<file path="src/rtl/ieee_square_iter.sv">
`default_nettype none
// ============================================================================
// Module      : ieee_square_iter
// Description : Multi-cycle IEEE 754 squarer (result = x*x). Radix-2
//               shift-add significand multiplier, round-to-nearest-even,
//               subnormals flushed to zero. Valid/ready on both sides;
//               special operands bypass the multiplier.
// Revision    : 1.0 - initial release
// ============================================================================
module ieee_square_iter #(
    parameter  int EXP_WIDTH  = 8,
    parameter  int MANT_WIDTH = 23,
    localparam int DATA_WIDTH = 1 + EXP_WIDTH + MANT_WIDTH
) (
    input  logic                  clk_i,
    input  logic                  rst_i,
    input  logic [DATA_WIDTH-1:0] operand_x_i,
    input  logic                  valid_i,
    output logic                  ready_o,
    output logic [DATA_WIDTH-1:0] result_o,
    output logic                  valid_o,
    input  logic                  ready_i
);

    localparam int c_sig_w  = MANT_WIDTH + 1;
    localparam int c_prod_w = 2 * MANT_WIDTH + 2;
    localparam int c_ew2    = EXP_WIDTH + 2;

    localparam logic [c_ew2-1:0]        c_bias    = c_ew2'((1 << (EXP_WIDTH - 1)) - 1);
    localparam logic signed [c_ew2-1:0] c_exp_max = c_ew2'((1 << EXP_WIDTH) - 1);
    localparam logic [c_sig_w-1:0]      c_cnt_ld  = c_sig_w'(c_sig_w);
    localparam logic [c_sig_w-1:0]      c_cnt_one = c_sig_w'(1);

    localparam logic [1:0] c_st_idle = 2'd0;
    localparam logic [1:0] c_st_mul  = 2'd1;
    localparam logic [1:0] c_st_norm = 2'd2;
    localparam logic [1:0] c_st_done = 2'd3;

    localparam logic [DATA_WIDTH-1:0] c_qnan = {1'b0, {EXP_WIDTH{1'b1}}, 1'b1, {(MANT_WIDTH-1){1'b0}}};
    localparam logic [DATA_WIDTH-1:0] c_pinf = {1'b0, {EXP_WIDTH{1'b1}}, {MANT_WIDTH{1'b0}}};

    logic [1:0]            r_state;
    logic [1:0]            w_state_nxt;
    logic [c_sig_w-1:0]    r_sig;
    logic [c_sig_w-1:0]    r_mplr;
    logic [c_prod_w-1:0]   r_prod;
    logic [c_sig_w-1:0]    r_cnt;
    logic [EXP_WIDTH-1:0]  r_exp;
    logic [DATA_WIDTH-1:0] r_result;

    // ---------------- operand classification ----------------
    logic [EXP_WIDTH-1:0]  w_in_exp;
    logic [MANT_WIDTH-1:0] w_in_frac;
    logic                  w_exp_ones;
    logic                  w_exp_zero;
    logic                  w_special;
    logic [DATA_WIDTH-1:0] w_special_res;
    logic                  w_unused_sign;

    assign w_in_exp      = operand_x_i[DATA_WIDTH-2 -: EXP_WIDTH];
    assign w_in_frac     = operand_x_i[MANT_WIDTH-1:0];
    assign w_unused_sign = operand_x_i[DATA_WIDTH-1];  // squaring always yields sign 0
    assign w_exp_ones    = &w_in_exp;
    assign w_exp_zero    = ~|w_in_exp;
    assign w_special     = w_exp_ones | w_exp_zero;

    // Special results: NaN -> canonical qNaN, Inf -> +Inf, zero/subnormal -> +0
    always_comb begin
        w_special_res = '0;
        if (w_exp_ones && (|w_in_frac)) begin
            w_special_res = c_qnan;
        end else if (w_exp_ones) begin
            w_special_res = c_pinf;
        end
    end

    // ---------------- shift-add iteration ----------------
    logic [c_sig_w-1:0] w_addend;
    logic [c_sig_w:0]   w_sum;

    assign w_addend = r_mplr[0] ? r_sig : '0;
    assign w_sum    = {1'b0, r_prod[c_prod_w-1 -: c_sig_w]} + {1'b0, w_addend};

    // ---------------- normalise and round ----------------
    logic                     w_shift;
    logic [MANT_WIDTH-1:0]    w_mant;
    logic                     w_guard;
    logic                     w_sticky;
    logic                     w_round_up;
    logic [MANT_WIDTH:0]      w_mant_rnd;
    logic                     w_carry;
    logic [c_ew2-1:0]         w_exp_adj;
    logic signed [c_ew2-1:0]  w_exp_biased;
    logic [DATA_WIDTH-1:0]    w_norm_res;

    // Product is in [1,4); its top bit selects whether the field sits one bit higher
    assign w_shift    = r_prod[c_prod_w-1];
    assign w_mant     = w_shift ? r_prod[2*MANT_WIDTH -: MANT_WIDTH]
                                : r_prod[2*MANT_WIDTH-1 -: MANT_WIDTH];
    assign w_guard    = w_shift ? r_prod[MANT_WIDTH] : r_prod[MANT_WIDTH-1];
    assign w_sticky   = w_shift ? (|r_prod[MANT_WIDTH-1:0]) : (|r_prod[MANT_WIDTH-2:0]);
    assign w_round_up = w_guard & (w_sticky | w_mant[0]);
    assign w_mant_rnd = {1'b0, w_mant} + {{MANT_WIDTH{1'b0}}, w_round_up};
    // A rounding carry leaves the fraction all-zero, which is already renormalised
    assign w_carry    = w_mant_rnd[MANT_WIDTH];
    assign w_exp_adj  = {{(c_ew2-1){1'b0}}, w_shift} + {{(c_ew2-1){1'b0}}, w_carry};
    // Biased result exponent = 2*e - bias (+shift, +carry), in two's complement
    assign w_exp_biased = {1'b0, r_exp, 1'b0} - c_bias + w_exp_adj;

    // Range check then pack the normal result
    always_comb begin
        w_norm_res = {1'b0, w_exp_biased[EXP_WIDTH-1:0], w_mant_rnd[MANT_WIDTH-1:0]};
        if (w_exp_biased >= c_exp_max) begin
            w_norm_res = c_pinf;
        end else if (w_exp_biased <= 0) begin
            w_norm_res = '0;
        end
    end

    // State register
    always_ff @(posedge clk_i or posedge rst_i) begin
        if (rst_i) begin
            r_state <= c_st_idle;
        end else begin
            r_state <= w_state_nxt;
        end
    end

    // Next-state logic
    always_comb begin
        w_state_nxt = r_state;
        case (r_state)
            c_st_idle: if (valid_i) w_state_nxt = w_special ? c_st_done : c_st_mul;
            c_st_mul:  if (r_cnt == c_cnt_one) w_state_nxt = c_st_norm;
            c_st_norm: w_state_nxt = c_st_done;
            c_st_done: if (ready_i) w_state_nxt = c_st_idle;
            default:   w_state_nxt = c_st_idle;
        endcase
    end

    // Datapath: operand capture, one multiplier step per MUL cycle, result write
    always_ff @(posedge clk_i or posedge rst_i) begin
        if (rst_i) begin
            r_sig    <= '0;
            r_mplr   <= '0;
            r_prod   <= '0;
            r_cnt    <= '0;
            r_exp    <= '0;
            r_result <= '0;
        end else begin
            case (r_state)
                c_st_idle: begin
                    if (valid_i) begin
                        if (w_special) begin
                            r_result <= w_special_res;
                        end else begin
                            r_sig  <= {1'b1, w_in_frac};
                            r_mplr <= {1'b1, w_in_frac};
                            r_prod <= '0;
                            r_cnt  <= c_cnt_ld;
                            r_exp  <= w_in_exp;
                        end
                    end
                end
                c_st_mul: begin
                    r_prod <= {w_sum, r_prod[MANT_WIDTH:1]};
                    r_mplr <= r_mplr >> 1;
                    r_cnt  <= r_cnt - c_cnt_one;
                end
                c_st_norm: r_result <= w_norm_res;
                default: ;
            endcase
        end
    end

    assign ready_o  = (r_state == c_st_idle);
    assign valid_o  = (r_state == c_st_done);
    assign result_o = r_result;

endmodule
`default_nettype wire

</file>
<file path="config.mk">
export PLATFORM = sky130hd
export DESIGN_NAME = ieee_square_iter
export DESIGN_NICKNAME = d
export VERILOG_FILES = /design/src/rtl/ieee_square_iter.sv
export SDC_FILE = /design/constraint.sdc
export NUM_CORES = 1
export LEC_CHECK = 0
export CAP_MARGIN = 20
export CORE_AREA = 2 2 125 127
export CTS_CLUSTER_DIAMETER = 60
export DETAILED_ROUTE_END_ITERATION = 10
export DIE_AREA = 0 0 127 129
export GPL_TIMING_DRIVEN = 0
export PLACE_DENSITY = 0.84
export REMOVE_ABC_BUFFERS = 1
export SKIP_CTS_REPAIR_TIMING = 1
export SLEW_MARGIN = 20
export SYNTH_ARGS = -nofsm -noshare
export SYNTH_HDL_FRONTEND = slang
export SYNTH_SLANG_ARGS = --single-unit
</file>
<file path="constraint.sdc">
create_clock -name clk_i -period 13 [get_ports clk_i]
set_input_delay 1.95 -clock clk_i [delete_from_list [all_inputs] [get_ports clk_i]]
set_output_delay 1.95 -clock clk_i [all_outputs]
set_load 0.03 [all_outputs]
</file>
==> impl_metrics.yaml, run 1 <==
floorplan:
  die-area_um2: 16400
  io_pins: 70
  rows: 45
  die-height_um: 129
  start_util_pct: 62.6
  fp.coreArea_um2: 15000
  die_x_um: 127
logic_synthesis:
  ys_warn_count: 0
  synthMuxAreaShare_pct: 5.76
  synth_top_family_by_area: "simple AND/OR/NAND/NOR gates"
  synth_compound_area_share_pct: 17.5
  synth_edf_count: 0
  yosys.area.top_type: "dfrtp_1"
  syn_inst: 1013
  synth.avg_cell_area_um2: 9.26
  ys_ff_latch: 161
  synth_top_area_share_pct: 43.0
  synthAdderAreaFrac_pct: 4.62
  synth_simple_gate_area_share_pct: 21.1
  synth_cell_types: 82
  synthFlopType: "dfrtp_1"
  synth-xor-area-share_pct: 4.30
  ys_seq_area_share_pct: 43.0
  syn-cell-area_um2: 9380
  async_flop_share_pct: 100
  synth.area.top_cells: "dfrtp_1 (43%), ha_1 (4.4%), nand2_1 (4.4%), mux2_2 (3.8%), nor2_1 (3.7%)"
timing:
  fin_crit_sh_pct: 39.0
  tightest_slew_ns: 1.07
  fin_ws_ns: 7.93
  skew_ns: 0.00667
  holdWs_ns: 0.475
  slew_violations: 0
  fmax_mhz: 197
  tns_ns: 0
  setup_viol: 0
  relSlewSlack_pct: 28.4
  fin_crit_ns: 5.07
  hold_violations: 0
  rsz0062_at_grt: "no"
pwr:
  internal-power_w: 0.000861
  vdd_drop_max_v: 0.000101
  total_power_w: 0.00108
  pwr-share-seq_pct: 46.5
  comb_power_share_pct: 2.5
  clkPwrFrac_pct: 51.0
  leakage_nw: 4.62
  powerDensity_nw_per_um2: 98.4
  netSwitchingPower_w: 0.000217
  switching_share_pct: 20.1
route:
  num_vias: 8029
  post_drt_wl_per_cell_um: 18.1
  drc: 1
  routed_via_density: 6.40
  detail-route-antenna-nets: 0
  dr.pass1.iters: 11
  drtIter0Drc: 570
  wl_um: 22700
cts:
  cts_tree: "done"
  clk_pin_slew_worst_paths_ns: 0.06
  clock-sinks: 161
  numCtsBuffers: 17
  clock_path_buffers: 2
  clock_latency_ns: 0.44
  cts.htree.levels: 4
  cts-root-buf: "clkbuf_16"
worst_setup_path:
  cp_max_fo: 37
  path_class: "in -> reg"
  timing.rr.start: "r_prod[47]"
  startpoint: "operand_x_i[24]"
  critPathCaptureType: "flop"
  worstSetupStartpointType: "primary input"
  worstPathRequired_ns: 13.30
  critPathArrivalTime_ns: 5.37
grt:
  grt_pass1_wl_um: 37800
  grt_usage_pct: 28.8
  overflow: 0
  first_global_vias: 7786
  antenna_found_initial: 0
  grt_max_degree: 93
finish:
  nNetsFinal: 1125
  antenna_cells: 0
  drive_above_1_share_pct: 9.84
  fillerInstances: 1101
  syn2layout_area_growth_pct: 16.8
place:
  place_ws_ns: 7.46
  port_buffers: 67
  place_hpwl_um: 15600
  gp_congestion: 0.878
outcome:
  violations: "design-rule violations"
  status: "finished with violations"
job:
  max_cap_violations: 0
worst_hold_path:
  worstHoldStart: "result_o[16]"
  hp-class: "reg -> reg"
## stage by stage
| step | util, % | std cells | cell area [µm²] |
|---|---|---|---|
| after global placement | 67.1 | 1215 | 10100 |
| final | 73.1 | 1255 | 11000 |
| after detailed placement | 68.8 | 1223 | 10300 |
| after CTS | 73.1 | 1254 | 10900 |
| after global routing | 73.1 | 1255 | 11000 |
| after floorplan | - | 960 | 9150 |
## worst paths after layout
kind | endpoint | slack, ns | depth (start not counted)
worst max-delay path | r_prod[41] | 7.93 | 9
worst min-delay path | result_o[16] | 0.47 | 2
worst max register to register | result_o[5] | 7.96 | 14
worst min register to register | result_o[16] | 0.47 | 2
max in group asynchronous | r_exp[6] | 10.24 | 3
min in group asynchronous | r_prod[18] | 1.94 | 2
## flip-flops by register name (all words and copies together) (netlist names)
signal / count
r_prod: 48
r_cnt: 24
r_state: 2
r_mplr: 24
result_o: 31
r_exp: 8
r_sig: 24
## layer usage
layer	GRT usage [%]	vias up	share of wire, %
li1	-	3782	-
met1	35.7	3902	42
met2	48.7	291	49
met3	6.82	54	6.6
met4	12.4	0	2.7
met5	0	-	0
## cells by family (layout without fill, tap and decap cells)
| logic type | count (synthesis) | after routing |
|---|---|---|
| xor+xnor | 46 | 46 |
| simple gates | 392 | 392 |
| buf+inv | 84 | 138 |
| flops | 161 | 161 |
| fa+ha+maj | 34 | 34 |
| other cells | 1 | 1 |
| mux | 50 | 50 |
| compound gates | 245 | 245 |
## cells in the mapped netlist (4+ instances only)
cell	n
a32o_1	4
o21ai_0	48
o21bai_1	4
or3_2	4
o31ai_1	12
nor2b_1	5
a22o_1	9
nand2b_1	5
mux2_2	32
xnor2_1	25
nand2_1	110
a31oi_1	10
dfrtp_1	161
nor4_1	12
and3_1	4
clkbuf_1	31
a21o_1	12
a21boi_0	4
or3_1	5
or2_2	8
a21oi_1	48
a221oi_1	4
a211oi_1	8
inv_1	31
buf_1	10
o22ai_1	25
and4_1	4
or4_1	7
mux2i_1	18
nor3_1	15
xor2_1	21
ha_1	33
a2111oi_0	4
o211ai_1	14
nand4_1	20
and2_1	29
o311ai_0	4
nand3_1	48
buf_2	9
nor2_1	92
## cell type report
type	instances	area, µm²	share of cell area, %
multi-input combinational	768	5050	46.2
sequential	161	4030	36.8
timing repair buffer	76	863	7.88
clock buffer	21	460	4.20
tap	188	235	2.15
clock inverter	10	183	1.67
inverter	31	124	1.13
## worst max-delay path: stages
cell and delay, ns:
clkdlybuf4s50_1 0.43, or4_1 0.58, o21ai_1 0.60, o22ai_4 0.23, buf_16 0.23, buf_16 0.17
nand2_2 0.54, a2111oi_0 0.17, or4_1 0.44
## power by group through the flow
stage | sequential, W | clock, W | combinational (W)
4_1_cts | 0.000501 | 0.000553 | 0.0000279
3_3_place_gp | 0.000510 | 0 | 0.0000256
6_report | 0.000501 | 0.000550 | 0.0000273
5_1_grt | 0.000501 | 0.000575 | 0.0000302
3_5_place_dp | 0.000510 | 0 | 0.0000277
2_1_floorplan | 0.000510 | 0 | 0.00000902
## cells in the final DEF, fill, tap and decap left out, types with 5 or more instances in the layout
cell type          n
nor4_1            11
nand4_1           20
a21o_1            12
a22o_1             9
ha_1              32
o211ai_1          14
nand2b_1           5
a31oi_1           10
clkdlybuf4s50_1   67
a21oi_1           48
nand2_1          109
bufinv_16          5
a211oi_1           8
clkbuf_16         17
and2_1            29
or3_1              5
dfrtp_1          160
nor2b_1            5
inv_1             30
nand3_1           48
nor3_1            14
nor2_1            91
o22ai_1           24
o31ai_1           12
xor2_1            21
o21ai_0           47
or2_2              8
xnor2_1           25
buf_16             5
mux2_2            32
or4_1              7
mux2i_1           18
Power figures use the tool's default switching activity.
==> run 2: changes to the inputs <==
Settings changed: CORE_AREA 2 2 125 127 to 2 2 130 132, DIE_AREA 0 0 127 129 to 0 0 132 134, PLACE_DENSITY 0.84 to 0.79.
Clock period 13 ns to 4.93 ns, I/O delays scaled along.
==> run 2 against run 1 <==
The flow now finishes without violations. Via count is 1.5% lower. Global-route usage fell by 3.1 points. Count of clock-buffer cells in the layout down 1. Routed wire length fell by 2.8%. Combinational power rose to 2.7 times the previous value. Flip-flop and latch count is the same. First-iteration DRC count down 5.4%. Non-clock buffer count grew 2. Clock power grew 130%. Cell area about the same. Setup slack lost 7.7 ns. Critical endpoint is now result_o[6].
==> impl_metrics.yaml, run 2 (synthesis gave the netlist of run 1 again) <==
worst_hold_path:
  hp-class: "reg -> reg"
timing:
  fin_ws_ns: 0.273
  fmax_mhz: 215
  fin_crit_sh_pct: 94.5
  hold_violations: 0
  skew_ns: 0.00592
  setup_viol: 0
  tightest_slew_ns: 1.04
  holdWs_ns: 0.463
  relSlewSlack_pct: 29.5
  fin_crit_ns: 4.66
  rsz0062_at_grt: "no"
  slew_violations: 0
worst_setup_path:
  crit_path_frequent_cell: "ha_1"
  crit_slowest_cell: "dfrtp_2"
  critPathCaptureType: "flop"
  cp_max_fo: 39
  path_class: "reg -> reg"
  critical_path.max_stage_delay_ns: 0.54
  path_cells: "buf_12 -> nand2b_1 -> a211o_1 -> nor3_4 -> nand2_1 -> or3_1 -> ha_1 -> inv_1 -> ha_1 -> a31oi_1 -> nor4bb_1 -> a21oi_1 -> o211a_1 -> a32o_1"
  critPathArrivalTime_ns: 4.98
  worstPathRequired_ns: 5.25
  worstSetupStartpointType: "flop"
cts:
  numCtsBuffers: 17
  clock-sinks: 161
  clock_path_buffers: 2
  cts-root-buf: "clkbuf_16"
  cts.htree.levels: 4
  clk_pin_slew_worst_paths_ns: 0.07
  clock_latency_ns: 0.44
  cts_tree: "done"
floorplan:
  io_pins: 70
  fp.coreArea_um2: 16300
  rows: 47
  die_x_um: 132
  start_util_pct: 57.6
  die-height_um: 134
  die-area_um2: 17700
grt:
  overflow: 0
  grt_usage_pct: 25.7
  first_global_vias: 7404
  grt_pass1_wl_um: 36700
  grt_max_degree: 87
  antenna_found_initial: 0
route:
  num_vias: 7909
  top_layer_used: "met4"
  drt-met1-wl_um: 9500
  wl_met3_um: 1330
  detail-route-antenna-nets: 0
  post_drt_wl_per_cell_um: 17.1
  wl_um: 22100
  dr.pass1.iters: 5
  drtIter0Drc: 539
  drc: 0
  dr_wl_met2_um: 10500
  routed_via_density: 6.13
finish:
  multi_input_area_um2: 5070
  largest_reg_flops: 48
  utilization_pct: 67.2
  nNetsFinal: 1127
  fillerInstances: 1304
  seq_area_um2: 4030
  mostFrequentLayoutCell: "dfrtp_1"
  layout_common_cells: "dfrtp_1 (160), nand2_1 (109), nor2_1 (91), clkdlybuf4s50_1 (67)"
  antenna_cells: 0
  largest_register: "r_prod"
  syn2layout_area_growth_pct: 16.7
  drive_above_1_share_pct: 10.5
  design_area_um2: 10900
place:
  gp_congestion: 0.973
  port_buffers: 67
  place_hpwl_um: 15500
  place_ws_ns: -0.237
  place_area_um2: 10300
pwr:
  vdd_drop_max_v: 0.000260
  powerDensity_nw_per_um2: 245
  leakage_nw: 4.62
  total_power_w: 0.00268
job:
  max_cap_violations: 0
outcome:
  status: "finished, final reports clean"
==> run 2: worst max-delay path, delay by kind of cell, from the launching register on <==
family	cells	cell delay, ns
buffers and inverters	2	0.33
flip-flops	1	0.54
AND/OR/NAND/NOR	5	1.65
adder cells (fa/ha/maj)	2	0.56
AO/OA/AOI/OAI	5	1.44
==> run 2: where the power goes <==
part           leakage (nW)  internal, W   total, W  switching (W)
registers              1.98      0.00132    0.00132   0.0000000197
clock network         0.286     0.000735    0.00129       0.000553
logic                  2.35    0.0000295  0.0000724      0.0000429
==> run 2: routing by layer <==
layer | GRT usage, % | up-vias
met5 | 0 | -
met2 | 41.8 | 245
met1 | 32.9 | 3815
li1 | - | 3795
met4 | 12.2 | 0
met3 | 5.82 | 54
==> run 2: final cells by class <==
class                   count  share of cell area, %
clock buffers              20                   4.27
clock inverters            12                  0.972
inverters                  31                   1.13
multi-input cells         768                   46.4
flip-flops and latches    161                   36.8
well taps                 220                   2.52
repair buffers             78                   7.91
==> run 2: per-stage QoR <==
stage,cells,setup TNS (ns)
final,1290,0
after global routing,1290,0
after CTS,1287,-3.19
after detailed placement,1255,-2.68
after global placement,1247,-679.97
after floorplan,960,-70.63
==> run 2: worst paths after layout <==
path / startpoint / endpoint / slack (ns) / cells past startpoint
worst min-delay path: r_sig[23] / r_sig[23] / 0.46 / 1
worst max-delay path: r_prod[47] / result_o[6] / 0.27 / 14
min in group asynchronous: rst_i / r_prod[6] / 0.75 / 2
max in group asynchronous: rst_i / r_sig[17] / 3.40 / 3
worst max register to register: r_prod[47] / result_o[6] / 0.27 / 14
worst min register to register: r_sig[23] / r_sig[23] / 0.46 / 1
